### src/rtl/counter_step_mod.sv
// rtl/counter_step_mod.sv - up/down step counter with programmable range, wrap/saturate, load, tc and sticky ovf
module counter_step_mod #(
    parameter int WIDTH  = 8,
    parameter int STEP_W = 4
) (
    input  logic              clk,
    input  logic              nReset,
    input  logic              enable,
    input  logic              up,
    input  logic [STEP_W-1:0] step,
    input  logic              sat,
    input  logic [WIDTH-1:0]  limit,
    input  logic              load,
    input  logic [WIDTH-1:0]  load_val,
    input  logic              clr_ovf,
    output logic [WIDTH-1:0]  count,
    output logic              tc,
    output logic              ovf,
    output logic              at_zero
);

    // One extra bit so count+step and limit+1 comparisons never truncate.
    localparam int XW = WIDTH + 1;
    localparam logic [WIDTH-1:0] ONE_W  = WIDTH'(1);
    localparam logic [WIDTH-1:0] ZERO_W = '0;

    logic [WIDTH-1:0] count_q, count_d;
    logic             tc_q, tc_d;
    logic             ovf_q, ovf_d;

    // Widened views of the operands.
    logic [XW-1:0]    count_x;
    logic [XW-1:0]    limit_x;
    logic [XW-1:0]    step_x;
    logic [XW-1:0]    s_x;
    logic [XW-1:0]    sum_x;

    // Candidate results and the boundary-event flag for an enabled step.
    logic [WIDTH-1:0] step_res;
    logic [WIDTH-1:0] up_wrap;
    logic [WIDTH-1:0] dn_wrap;
    logic [WIDTH-1:0] load_clamped;
    logic             step_evt;
    logic             advance;

    // Effective step, candidate next counts and the boundary decision.
    always_comb begin
        count_x  = {1'b0, count_q};
        limit_x  = {1'b0, limit};
        step_x   = {{(XW-STEP_W){1'b0}}, step};
        s_x      = (step_x > limit_x) ? limit_x : step_x;
        sum_x    = count_x + s_x;

        // Wrapped results fit in WIDTH bits, so modular WIDTH-bit math
        // yields the exact value once the crossing is known.
        up_wrap  = sum_x[WIDTH-1:0] - limit - ONE_W;
        dn_wrap  = count_q + limit + ONE_W - s_x[WIDTH-1:0];

        load_clamped = (load_val > limit) ? limit : load_val;
        advance      = enable && (step != '0);

        step_res = count_q;
        step_evt = 1'b0;
        if (limit == ZERO_W) begin
            // Degenerate range: pinned at zero, every advance is an event.
            step_res = ZERO_W;
            step_evt = 1'b1;
        end else if (count_x > limit_x) begin
            // Limit was lowered beneath the count: re-enter at the edge of travel.
            step_res = up ? ZERO_W : limit;
            step_evt = 1'b1;
        end else if (up) begin
            if (sum_x > limit_x) begin
                step_evt = 1'b1;
                step_res = sat ? limit : up_wrap;
            end else begin
                step_res = sum_x[WIDTH-1:0];
            end
        end else begin
            if (s_x > count_x) begin
                step_evt = 1'b1;
                step_res = sat ? ZERO_W : dn_wrap;
            end else begin
                step_res = count_q - s_x[WIDTH-1:0];
            end
        end
    end

    // Next-state selection: load beats counting, counting beats hold.
    always_comb begin
        count_d = count_q;
        tc_d    = 1'b0;
        ovf_d   = ovf_q & ~clr_ovf;
        if (load) begin
            count_d = load_clamped;
        end else if (advance) begin
            count_d = step_res;
            tc_d    = step_evt;
            if (step_evt) begin
                ovf_d = 1'b1;
            end
        end
    end

    // State registers with synchronous active-low reset overriding everything.
    always_ff @(posedge clk) begin
        if (!nReset) begin
            count_q <= '0;
            tc_q    <= 1'b0;
            ovf_q   <= 1'b0;
        end else begin
            count_q <= count_d;
            tc_q    <= tc_d;
            ovf_q   <= ovf_d;
        end
    end

    assign count   = count_q;
    assign tc      = tc_q;
    assign ovf     = ovf_q;
    assign at_zero = (count_q == ZERO_W);

endmodule

### config.mk
export PLATFORM = sky130hd
export DESIGN_NAME = counter_step_mod
export DESIGN_NICKNAME = d
export VERILOG_FILES = /design/src/rtl/counter_step_mod.sv
export SDC_FILE = /design/constraint.sdc
export NUM_CORES = 1
export LEC_CHECK = 0
export ABC_CLOCK_PERIOD_IN_PS = 7100
export BUFFER_PORTS_ARGS = -buffer_cell sky130_fd_sc_hd__buf_2
export CAP_MARGIN = 20
export CORE_ASPECT_RATIO = 0.75
export CORE_MARGIN = 8
export CORE_UTILIZATION = 35
export DETAILED_ROUTE_END_ITERATION = 10
export SLEW_MARGIN = 15
export SYNTH_ARGS = -nofsm -noshare
export SYNTH_HDL_FRONTEND = slang
export SYNTH_SLANG_ARGS = --single-unit
export TNS_END_PERCENT = 5
### constraint.sdc
create_clock -name clk -period 7.1 [get_ports clk]
set_input_delay 0.71 -clock clk [delete_from_list [all_inputs] [get_ports clk]]
set_output_delay 0.71 -clock clk [all_outputs]
set_load 0.01 [all_outputs]
# --- Word level (Yosys, flattened, before mapping) ---
# Cells that the tools add are included.
# Widths: inputs -> output; s select.
op_classes:
  muxes: 20
  bitwise: 4
  magnitude_cmp: 5
  div_mod_pow: 0
  multipliers: 0
  n_eq_ne: 0
  shifts: 0
  n_reduce_logical: 6
  addsub: 7
op_table:
  columns: ["op", "n"]
  rows:
  - ["$mux 8", 12]
  - ["$gt 8x8->1", 3]
  - ["$sub 8x8->8", 3]
  - ["$logic_not 8->1", 2]
  - ["$add 8x8->9", 1]
  - ["$gt 9x8->1", 1]
  - ["$add 8x1->8 const B", 1]
  - ["$add 8x8->8", 1]
  - ["$gt 4x8->1", 1]
  - ["$mux 1", 8]
  - ["$sub 8x1->8 const B", 1]
  - ["$reduce_bool 4->1", 1]
  - ["$not 1->1", 3]
  - ["$reduce_or 3->1", 1]
  - ["$reduce_bool 2->1", 1]
  - ["$and 1x1->1", 1]
  - ["$logic_and 1x1->1", 1]
word_totals:
  out_inout_bits: 11
  mem_bits_rw: 0
  memories: 0
  inputBits: 27
  latchBits: 0
  romBits: 0
  word_cells: 45
  reg_bits: 10

# --- Longest topological paths before layout ---
depth:
  ltp_word: 12
  depth_mapped: 25
  depth_no_buf: 24

# --- Worst setup path before layout ---
# OpenSTA, ideal clock, no wires.
synth_path:
  path_type: "in2reg"
  startpoint: "in limit[1]"
  endpoint: "reg count_q[6] (netlist: count[6])"
  setup_slack_ns: 1.873
  setup_time_ns: 0.117
  cell_stages: 24
  required_ns: 6.983
  t_arrival_ns: 5.109
  path_buffers: 1
  cell_sequence: "inv_1 -> ha_1 -> nor2b_1 -> o21a_1 -> o21a_1 -> o211ai_1 -> nand2_1 -> o21ai_0 -> ha_1 -> inv_1 -> fa_1 -> nor2b_1 -> o31ai_1 -> a21oi_1 -> nor2_1 -> xnor2_1 -> ha_1 -> a21o_1 -> a211oi_2 -> nand4b_1 -> a21o_1 -> buf_6 -> a221o_1 -> a32o_1"
synth_between:
  elab_chain_len: 12
  elab_cells_between_ends: 24
  classes_between: "add/sub (7); order compare (5); mux (11); reduce/logical (1)"
synth_rtl:
  columns: ["item", "line_no", "text"]
  rows:
  - ["from (decl)", "12", "input logic [WIDTH-1:0] limit,"]
  - ["$gt 4x8->1", "51", "s_x = (step_x > limit_x) ? limit_x : step_x;"]
  - ["$mux 8", "51", null]
  - ["$add 8x8->9", "52", "sum_x = count_x + s_x;"]
  - ["$sub 8x8->8", "56", "up_wrap = sum_x[WIDTH-1:0] - limit - ONE_W;"]
  - ["$sub 8x1->8", "56", null]
  - ["$mux 8", "75", "step_res = sat ? limit : up_wrap;"]
  - ["$mux 8", "73", "if (sum_x > limit_x) begin"]
  - ["$mux 8", "72", "end else if (up) begin"]
  - ["$mux 8", "68", "end else if (count_x > limit_x) begin"]
  - ["$mux 8", "64", "if (limit == ZERO_W) begin"]
  - ["$mux 8", "96", "end else if (advance) begin"]
  - ["$mux 8 (*)", "94", "if (load) begin"]
  - ["to (signal assigned)", "112", "count_q <= count_d;"]
  - ["to (decl)", "27", "logic [WIDTH-1:0] count_q, count_d;"]
# Every way passes the cells marked *; elsewhere a longest branch is shown, timed or not. The select of a mux whose other input is x is not followed.
# A chain may end at the register's enable or synchronous reset.

# --- Worst setup path after layout ---
layout_path:
  startpoint: "in limit[1]"
  endpoint: "reg count_q[2] (netlist: count[2])"
# Same word-level chain as after synthesis.

==> flow_summary.json <==
{
  "finalCriticalPeriod_ns": 5.66,
  "drc": 0,
  "synth_cell_types": 63,
  "drv_slew": 0,
  "grt_max_degree": 19,
  "rows": 29,
  "dieHeight_um": 95.9,
  "groute.usage.overall": 0.170,
  "numPortBuffers": 37,
  "m1WireLength_um": 5090,
  "crit_chain": "buf_2, inv_1, ha_1, nor2b_1, o21a_1, o21a_1, o211ai_1, nand2_1, o21ai_0, inv_1, fa_1, nor2b_1, o31ai_1, a21oi_1, nor2_1, xnor2_1, ha_1, a21o_1, a211oi_2, nand4b_1, a21o_1, mux2_4, a31oi_1, a21oi_1",
  "clock_latency_ns": 0.24,
  "crit_type": "in2reg",
  "rsz0062_at_grt": "no",
  "fin_crit_sh": 0.798,
  "status": "completed",
  "p_leak_nw": 1.66,
  "seq_area_frac_synth": 0.0671,
  "dieWidth_um": 123,
  "setup_violations": 0,
  "path_delay_family": "compound AO/OA/AOI/OAI gates",
  "post-place-cells": 528,
  "yosys_warnings": 0,
  "power.total_mw": 0.770,
  "cts_buffers": 3,
  "synthesis.area_um2": 2980,
  "ys_async_sr_fraction": 0,
  "r2r_setup_slack_ns": 3.07,
  "grt_pass1_wl_um": 15800,
  "dpl-instance-area_um2": 3270,
  "via_count": 3076,
  "wl_met2_um": 3880,
  "routed_wl_um": 9930,
  "grt_pass1_vias": 2952,
  "layout_setup_ws_ns": 1.44,
  "fin_hold_ws_ns": 0.474,
  "nets": 516,
  "power_density_nw_per_um2": 230,
  "crit_path_end_kind": "flip-flop",
  "crit_path_start_kind": "input pin",
  "synth_edf_count": 0,
  "reg2reg_to": "count[2]",
  "grt_antenna_before_repair": 0,
  "die-area_um2": 11800,
  "vias_per_cell": 5.78,
  "crit_path_start": "limit[1]",
  "final_common_cell": "ha_1",
  "wire_per_inst_um": 18.7,
  "setup-tns-final_ns": 0,
  "design.core.area_um2": 8380,
  "syn_inst": 387,
  "start_util": 0.356,
  "synth_ff_type": "dfxtp_1",
  "max-slew-margin-rel": 0.469,
  "cts_setup_buffers": 0,
  "drt-initial-drc-count": 281,
  "postRouteAntennaNets": 0,
  "layout_common_cells": "ha_1, buf_2, inv_1, nand2_1, a21oi_1",
  "diodes": 0,
  "final_layout_size_suffix_gt1_frac": 0.137,
  "drt_pre_antenna_iters": 5,
  "clock-sinks": 10,
  "ios": 38,
  "clockBufferDepth": 2,
  "topRoutingLayerUsed": "met4",
  "cp.required_ns": 7.21,
  "hold_viol": 0,
  "r2r-start": "count[1]",
  "r2r_cells": 15,
  "worst_hold_path_type": "reg2reg",
  "critPathArrivalTime_ns": 5.78,
  "fin_util": 0.400,
  "cts_tree": "yes",
  "place_ws_ns": 1.23,
  "holdBufCountCts": 0,
  "synth-seq-cells": 10,
  "syn-mean-instance-area_um2": 7.70,
  "post_cts_resize_count": 0,
  "grt_overflow_total": 0,
  "endpoint": "count[2]",
  "place_hpwl_um": 8150,
  "clock_tree.root_cell": "clkbuf_16",
  "clk_pin_slew_worst_paths_ns": 0.05,
  "cp_num_cells": 24,
  "finClkSkew_ns": 0.00234,
  "area_growth_pct": 12.5,
  "worst_slew_pin_slew_ns": 0.790,
  "finalNonFillerCells": 532,
  "gp_congestion": 1.02,
  "wl_met3_um": 802,
  "clock.fmax_mhz": 177,
  "cp_slowest_stage_delay_ns": 0.47,
  "cp_max_fo": 8,
  "fin_area_um2": 3360,
  "cts_htree_levels": 1,
  "cp_num_buf_inv": 3,
  "maxCapViolations": 0,
  "vdd_drop_max_mv": 0.133,
  "slowest_stage": "fa_1"
}
-- tightest hold or removal path: cells and delay by family, from the launching register on --
| kind | cells | cell delay [ns] |
|---|---|---|
| compound gates | 1 | 0.06 |
| flops | 1 | 0.31 |
| simple gates | 1 | 0.06 |
-- area by class of cell --
type | instances | area (um2)
clock buffers | 4 | 88.8
fillers | 907 | 5030
inverters | 36 | 135
multi-input cells | 337 | 2610
flip-flops and latches | 10 | 200
well taps | 108 | 135
repair buffers | 37 | 185
-- power by group --
group          internal (mW)  total (mW)  switching, mW
Sequential            0.0652      0.0895         0.0244
Combinational          0.243       0.566          0.322
Clock                 0.0851       0.115         0.0300
-- flip-flops by register name, summed over array words and instances (netlist names) --
name   cells
tc         1
count      8
ovf        1
-- synth_stat cells (all sizes together), types with 3 or more instances --
cell type	count	area, um2
o21a	4	30.0
a31oi	4	25.0
o21bai	4	30.0
a21o	11	85.1
a21oi	26	134
and2	4	26.3
xnor2	16	140
or2	4	25.0
a221o	4	40.0
xor2	7	61.3
nor3	5	25.0
and3	5	31.3
nand2	30	113
mux2i	8	80.1
nand3	10	50.1
a22o	3	26.3
or4	3	22.5
inv	36	135
nor2	23	86.3
dfxtp	10	200
clkbuf	4	15.0
buf	6	42.5
a211oi	15	123
nor2b	6	37.5
nand3b	3	22.5
nand4	6	37.5
nor4	5	31.3
o211ai	5	42.5
fa	7	140
o21ai	23	115
ha	57	713
-- routing by layer --
| metal | up-vias | global-route usage |
|---|---|---|
| met3 | 13 | 0.0334 |
| met4 | 0 | 0.0344 |
| met5 | - | 0 |
| met2 | 129 | 0.231 |
| li1 | 1498 | - |
| met1 | 1436 | 0.263 |
-- kinds of logic after synthesis --
| family | synth area share |
|---|---|
| and+or+nand+nor | 0.183 |
| xor gates and xnor gates | 0.0676 |
| AOI/OAI and AO/OA | 0.293 |
| DFF | 0.0671 |
| buffers and inverters | 0.0646 |
| other | 0.00252 |
| adders and majority gates | 0.286 |
| muxes | 0.0357 |
-- how the worst min path moves through the flow --
stage | endpoint | start | cells past startpoint
floorplan | ovf | ovf | 2
global placement | ovf | ovf | 2
detailed placement | ovf | ovf | 2
CTS | ovf | ovf | 2
global route | ovf | ovf | 2
finish | ovf | ovf | 2
Power figures use the tool's default switching activity.
